--- config.mk ---
export PLATFORM = sky130hd
export DESIGN_NAME = kbd_event_scheduler
export DESIGN_NICKNAME = d
export VERILOG_FILES = /design/src/rtl/kbd_event_scheduler.sv
export SDC_FILE = /design/constraint.sdc
export NUM_CORES = 1
export LEC_CHECK = 0
export CELL_PAD_IN_SITES_DETAIL_PLACEMENT = 0
export CELL_PAD_IN_SITES_GLOBAL_PLACEMENT = 1
export CORE_MARGIN = 2
export CORE_UTILIZATION = 35
export CTS_CLUSTER_DIAMETER = 80
export DETAILED_ROUTE_END_ITERATION = 10
export PLACE_DENSITY = 0.67
export RECOVER_POWER = 25
export SETUP_SLACK_MARGIN = 0.4
export SLEW_MARGIN = 20
export SYNTH_ARGS = -nofsm -noshare
export SYNTH_HDL_FRONTEND = slang
export SYNTH_SLANG_ARGS = --single-unit
--- constraint.sdc ---
create_clock -name clk -period 6.8 [get_ports clk]
set_input_delay 1.36 -clock clk [delete_from_list [all_inputs] [get_ports clk]]
set_output_delay 1.36 -clock clk [all_outputs]
set_load 0.03 [all_outputs]
--- src/rtl/kbd_event_scheduler.sv ---
// Queues host and injector key codes and paces them one at a time onto the
// keyboard block's toggle-strobe interface, waiting for an ack or timeout per key.
module kbd_event_scheduler #(
    parameter int unsigned           DEPTH   = 8,
    parameter int unsigned           AW      = 3,
    parameter int unsigned           CNT_W   = 20,
    parameter logic [CNT_W-1:0]      TIMEOUT = 20'hFFFFF,
    parameter logic [CNT_W-1:0]      GAP     = 20'h01000
) (
    input  logic          clk,
    input  logic          reset_n,
    input  logic          en,
    input  logic          host_strobe,
    input  logic [7:0]    host_data,
    input  logic          inj_valid,
    input  logic [7:0]    inj_data,
    output logic          inj_ready,
    input  logic          key_taken,
    input  logic          flush,
    output logic          kbd_strobe,
    output logic [7:0]    kbd_data,
    output logic [AW:0]   fifo_level,
    output logic          overflow,
    output logic          busy
);

    localparam logic [CNT_W-1:0] TIMEOUT_LAST = TIMEOUT - 1'b1;
    localparam logic [CNT_W-1:0] GAP_LAST     = GAP - 1'b1;

    typedef enum logic [1:0] {StIdle, StIssue, StWaitAck, StGap} state_e;

    state_e           state_q;
    logic [AW:0]      wr_ptr_q;
    logic [AW:0]      rd_ptr_q;
    logic [CNT_W-1:0] cnt_q;
    logic [7:0]       mem_q [DEPTH];

    logic       full;
    logic       empty;
    logic       push_host;
    logic       push_inj;
    logic       push;
    logic [7:0] push_data;

    // Full/empty come from registered pointers, so a same-cycle pop never frees a slot early.
    assign full       = (wr_ptr_q[AW] != rd_ptr_q[AW]) &&
                        (wr_ptr_q[AW-1:0] == rd_ptr_q[AW-1:0]);
    assign empty      = (wr_ptr_q == rd_ptr_q);
    assign inj_ready  = !full && !host_strobe && !flush;
    assign push_host  = en && host_strobe && !full && !flush;
    assign push_inj   = en && inj_valid && inj_ready;
    assign push       = push_host || push_inj;
    assign push_data  = host_strobe ? host_data : inj_data;
    assign fifo_level = wr_ptr_q - rd_ptr_q;
    assign busy       = (state_q != StIdle) || !empty;

    always_ff @(posedge clk) begin
        if (push) begin
            mem_q[wr_ptr_q[AW-1:0]] <= push_data;
        end
    end

    always_ff @(posedge clk or negedge reset_n) begin
        if (!reset_n) begin
            state_q    <= StIdle;
            wr_ptr_q   <= '0;
            rd_ptr_q   <= '0;
            cnt_q      <= '0;
            kbd_strobe <= 1'b0;
            kbd_data   <= 8'h00;
            overflow   <= 1'b0;
        end else if (en) begin
            if (flush) begin
                // Output strobe/data are left alone so a flush never looks like a new key.
                state_q  <= StIdle;
                wr_ptr_q <= '0;
                rd_ptr_q <= '0;
                cnt_q    <= '0;
                overflow <= 1'b0;
            end else begin
                if (push) begin
                    wr_ptr_q <= wr_ptr_q + 1'b1;
                end
                if (host_strobe && full) begin
                    overflow <= 1'b1;
                end
                case (state_q)
                    StIdle: begin
                        if (!empty) begin
                            state_q <= StIssue;
                        end
                    end
                    StIssue: begin
                        rd_ptr_q   <= rd_ptr_q + 1'b1;
                        kbd_data   <= mem_q[rd_ptr_q[AW-1:0]];
                        kbd_strobe <= ~kbd_strobe;
                        cnt_q      <= '0;
                        state_q    <= StWaitAck;
                    end
                    StWaitAck: begin
                        if (key_taken || (cnt_q == TIMEOUT_LAST)) begin
                            cnt_q   <= '0;
                            state_q <= StGap;
                        end else begin
                            cnt_q <= cnt_q + 1'b1;
                        end
                    end
                    StGap: begin
                        if (cnt_q == GAP_LAST) begin
                            cnt_q   <= '0;
                            state_q <= StIdle;
                        end else begin
                            cnt_q <= cnt_q + 1'b1;
                        end
                    end
                    default: state_q <= StIdle;
                endcase
            end
        end
    end

endmodule

# Word-level counts from Yosys, hierarchy flattened
# Memories as Yosys holds them, arrays and structs flattened. A register that Yosys moved wholly into a read port is not among the register bits.
# Index checks and enable logic that the tools add are counted.
[op_classes]
bitwise_logic = 2
n_reduce_logical = 29
mux = 18
n_eq_ne = 11
n_addsub = 4
[ops]
columns = ["operator", "count"]
rows = [
  ["20-bit 2-to-1 mux", 3],
  ["20-bit one-hot mux with 3 select lines", 1],
  ["20-bit by 1-bit adder with 20-bit output, second input constant", 1],
  ["20-bit by 12-bit equality test with 1-bit output, second input constant", 1],
  ["20-bit equality test, second input constant", 1],
  ["4-bit 2-to-1 mux", 4],
  ["1-bit logical AND", 9],
  ["3-bit != test, second input constant", 3],
  ["4-bit by 1-bit adder with 4-bit output, second input constant", 2],
  ["2-bit 2-to-1 mux", 4],
  ["8-bit 2-to-1 mux", 1],
  ["2-bit one-hot mux with 4 select lines", 1],
  ["2-bit AND reduction", 4],
  ["2-bit nonzero test", 4],
  ["1-bit zero test", 5],
  ["2-bit equality test, second input constant", 2],
  ["4-bit equality test", 1],
  ["1-bit 2-to-1 mux", 4],
  ["4-bit AND reduction", 1],
  ["4-bit nonzero test", 1],
  ["4-bit subtractor", 1],
  ["3-bit equality test", 1],
  ["1-bit logical OR", 3],
  ["3-bit AND reduction", 1],
  ["other kinds (4)", 5],
]
[word_totals]
ff_bits = 32
memories = 1
output_inout_bits = 16
word_cells = 71
ramBits = 64
input_bits = 23
[mem_list]
columns = ["memory", "depth", "width", "rd", "rd_ports_with_merged_regs", "write_ports", "line", "source"]
rows = [
  ["mem_q", 8, 8, 1, 1, 1, "36", "logic [7:0] mem_q [DEPTH];"],
]

# Logic depth before layout (Yosys ltp)
[depth]
depth_word = 9
mapped_depth = 10
depth_no_buf = 8

# Worst setup path after synthesis
# OpenSTA, ideal clock, no wires.
[synth_timing]
path_type = "input to output"
start = "in flush"
end = "out inj_ready"
cell_stages = 3
required_time_ns = 5.440
path_slack_ns = 3.043
t_arrival_ns = 2.397
path_buffers = 2
cell_sequence = "clkbuf_8 -> clkbuf_1 -> nor3_1"
[synth_via]
elab_chain_cells = 2
[synth_lines]
columns = ["element", "line", "source"]
rows = [
  ["start, declared", "19", "input logic flush,"],
  ["1-bit zero test", "49", "assign inj_ready = !full && !host_strobe && !flush;"],
  ["1-bit logical AND", "49", ""],
  ["end, declared", "17", "output logic inj_ready,"],
]
# Every way passes these cells.

# Final worst setup path
[layout_timing]
start = "in host_strobe"
end = "out inj_ready"
[layout_via]
elab_chain_cells = 3
[layout_lines]
columns = ["element", "line", "source"]
rows = [
  ["start, declared", "13", "input logic host_strobe,"],
  ["1-bit zero test", "49", ""],
  ["1-bit logical AND (2 in series)", "49", ""],
]
# Every way passes these cells.

==> flow_metrics.py <==
metrics = {
    "detailed_routing": {
        "drt_pass1_iterations": 4,
        "vias_per_cell": 5.05,
        "drt_iter0_drc": 178,
        "drc_errors": 0,
        "routed-via-count": 2947,
        "wl_per_cell_um": 16.6,
        "antenna_left": 0,
        "wirelength_mm": 9.66,
    },
    "sta": {
        "rsz0062_at_grt": "false",
        "fin_crit_sh_pct": 65.3,
        "slew-limit-headroom_pct": -51.5,
        "setup_viol": 0,
        "worstMarginPinSlew_ns": 2.27,
        "maxSlewViolCount": 41,
        "timing.fmax_mhz": 225,
        "fin_crit_ns": 4.44,
        "setup-tns-final_ns": 0,
        "hold_violations": 0,
        "fin_skew_ns": 0.0123,
    },
    "power_and_ir_drop": {
        "p_leak_nw": 2.11,
        "intPower_w": 0.00127,
        "powerDensity_mw_per_mm2": 338,
        "power.share.switching_pct": 34.0,
        "ir_worst_vdd_mv": 0.220,
        "p_switching_w": 0.000653,
        "p_comb_share_pct": 32.8,
        "seqPwrFrac_pct": 40.7,
        "p_clk_share_pct": 26.5,
    },
    "final_layout": {
        "final_net_count": 434,
        "final_area_mm2": 0.00568,
        "layout-drive-gt1-share_pct": 14.6,
        "fillers": 1306,
        "area_growth_pct": 17.0,
        "multi_input_area_mm2": 0.00179,
        "antennaDiodeCount": 0,
        "fin_util_pct": 41.4,
        "register_area_mm2": 0.00292,
    },
    "worst_setup_path": {
        "path_class": "input pin to output port",
        "critical-path-top-delay-family": "buffers and inverters",
        "cp_max_fo": 11,
        "crit_path_end_kind": "output port",
        "path_cells": "dlygate4sd3_1, nor3_1, clkdlybuf4s50_1",
        "cp.arrival_ns": 3.08,
        "required_ns": 5.44,
        "slowest_delay_ns": 0.78,
        "slowest_stage": "dlygate4sd3_1",
        "crit_buf_inv": 2,
        "worst_setup_path_start_kind": "input pin",
    },
    "synthesis": {
        "synth_area_per_cell_um2": 13.4,
        "yosysUniqueCellTypes": 57,
        "ys.flop_type": "edfxtp_1",
        "synthCells": 361,
        "seq_area_frac_synth_pct": 60.2,
        "synth-edff-count": 64,
        "syn_area_mm2": 0.00485,
        "synth_seq_cells": 104,
        "synth_nets": 397,
        "ys_warn_count": 0,
        "async_flop_share_pct": 38.5,
    },
    "clock_network": {
        "cts.sinks": 104,
        "clk_pin_slew_ns": 0.08,
        "htree_levels": 3,
        "insertion_delay_ns": 0.36,
        "cts_hold_buf": 0,
        "root_buffer": "clkbuf_16",
        "cts_buffers": 9,
        "cts_resized": 0,
        "cts_tree": "yes",
        "postCtsSetupRepairBufs": 0,
        "cts.path.max_buffers": 2,
    },
    "place": {
        "hpwlAfterDp_mm": 6.52,
        "routabilityCongestion": 0.758,
        "io_buffers": 38,
        "placed_area_mm2": 0.00538,
    },
    "run": {
        "drv_cap": 1,
    },
    "die": {
        "dieHeight_um": 122,
        "fp-row-count": 43,
        "dieArea_mm2": 0.0148,
        "initial_core_util_pct": 35.4,
        "core_mm2": 0.0137,
        "die_w_um": 122,
        "pin_count": 39,
    },
    "global_routing": {
        "grt_pass1_vias": 2968,
        "antenna_found_initial": 0,
        "grt_pass1_wl_mm": 15.9,
        "grt-ovfl-total": 0,
        "track_usage_pct": 14.2,
        "grt_max_degree": 41,
    },
    "outcome": {
        "violations": "max-capacitance violations, max-slew violations",
        "status": "finished, violations left",
    },
    "hold_path": {
        "hold_path_class": "register to register",
    },
}
through the flow:
stage	hold slack, ns	power (W)	setup WS (ns)	cells
6_report	0.479	0.00192	2.36	583
2_1_floorplan	0.487	0.00122	3.04	361
5_1_grt	0.517	0.00203	2.27	583
3_3_place_gp	0.462	0.00143	2.32	567
4_1_cts	0.480	0.00195	2.32	583
3_5_place_dp	0.469	0.00144	2.31	567
power by group through the flow:
stage / logic [W] / registers [W] / clock network (W)
detailed placement: 0.000640 / 0.000797 / 0
CTS: 0.000644 / 0.000783 / 0.000523
global placement: 0.000633 / 0.000795 / 0
floorplan: 0.000390 / 0.000827 / 0
global route: 0.000693 / 0.000792 / 0.000547
finish: 0.000630 / 0.000781 / 0.000509
cells by family after synthesis:
family	count (synthesis)	share of synthesized area [%]
AOI/OAI and AO/OA	60	8.30
DFF	104	60.2
and+or+nand+nor	114	12.1
adders and majority gates	13	3.51
buffers and inverters	28	3.02
xor gates and xnor gates	8	1.44
muxes	34	11.4
cells in the mapped netlist, types with 2 or more instances:
cell type  number  area share [%]
a211oi_1        2            0.31
a21o_1          4            0.62
a21oi_1        11             1.1
a22o_1          3            0.54
a31oi_1         2            0.26
a32o_1          2            0.41
and2_1          3            0.39
and3_1          2            0.26
and3_2          3            0.46
buf_2           2            0.21
buf_6           2            0.46
clkbuf_1        6            0.46
clkbuf_8        2            0.57
dfrtp_1        40              21
edfxtp_1       64              40
ha_1           12             3.1
inv_1          13             1.0
mux2_2          9             2.1
mux2i_1         9             1.9
mux4_2         16             7.4
nand2_1        37             2.9
nand2b_1        2            0.26
nand3_1        16             1.6
nand4_1         5            0.64
nor2_1         17             1.3
nor3_1         10             1.0
nor4_1          2            0.26
o21ai_0        23             2.4
o2bb2ai_1       2            0.36
o31ai_1         2            0.31
or3_1           6            0.77
xnor2_1         5            0.90
xor2_1          3            0.54
registers in the layout, indices dropped and copies added, names as in the netlist:
name	count
state_q	2
mem_q	64
wr_ptr_q	4
kbd_strobe	1
cnt_q	20
overflow	1
kbd_data	8
rd_ptr_q	4
final cells by class:
cell class / instances / share of cell area (%)
sequential: 104 / 51.5
multi-input combinational: 229 / 31.5
timing repair buffer: 40 / 6.85
clock buffer: 9 / 3.97
tap: 180 / 3.97
clock inverter: 7 / 1.28
inverter: 14 / 0.926
path summary, 6_finish.rpt:
path	from	end	slack, ns	depth (start not counted)
max reg2reg	rd_ptr_q[1]$_DFFE_PN0P_	wr_ptr_q[3]$_DFFE_PN0P_	3.75	8
min reg2reg	kbd_strobe$_DFFE_PN0P_	kbd_strobe$_DFFE_PN0P_	0.48	1
min in group asynchronous	reset_n	cnt_q[18]$_DFFE_PN0P_	1.67	1
min	kbd_strobe$_DFFE_PN0P_	kbd_strobe$_DFFE_PN0P_	0.48	1
max	host_strobe	inj_ready	2.36	3
max in group asynchronous	reset_n	kbd_data[6]$_DFFE_PN0P_	3.83	1
cell usage in the layout, fill, tap and decap left out, drive strengths merged, types with 16 or more instances in the layout:
cell           count
edfxtp            64
mux4              16
nand2             37
dfrtp             40
inv               16
nand3             17
nor2              17
clkdlybuf4s50     34
o21ai             23
metal layers:
| metal | vias up | GRT usage [%] | wire (um) |
|---|---|---|---|
| li1 | 1436 | - | - |
| met1 | 1459 | 19.5 | 4680 |
| met2 | 43 | 22.2 | 4540 |
| met3 | 9 | 3.65 | 303 |
| met4 | 0 | 4.53 | 128 |
| met5 | - | 0 | 0 |
worst reg2reg max path: stages, from the launching register on:
cell	delay, ns
dfrtp_1	0.95
inv_1	0.11
ha_1	0.31
nand3_1	0.16
o221a_2	0.28
nand2_1	0.12
nor2_1	0.70
xnor2_1	0.20
a21oi_1	0.06
No activity file was read; power rests on OpenSTA's default activity.
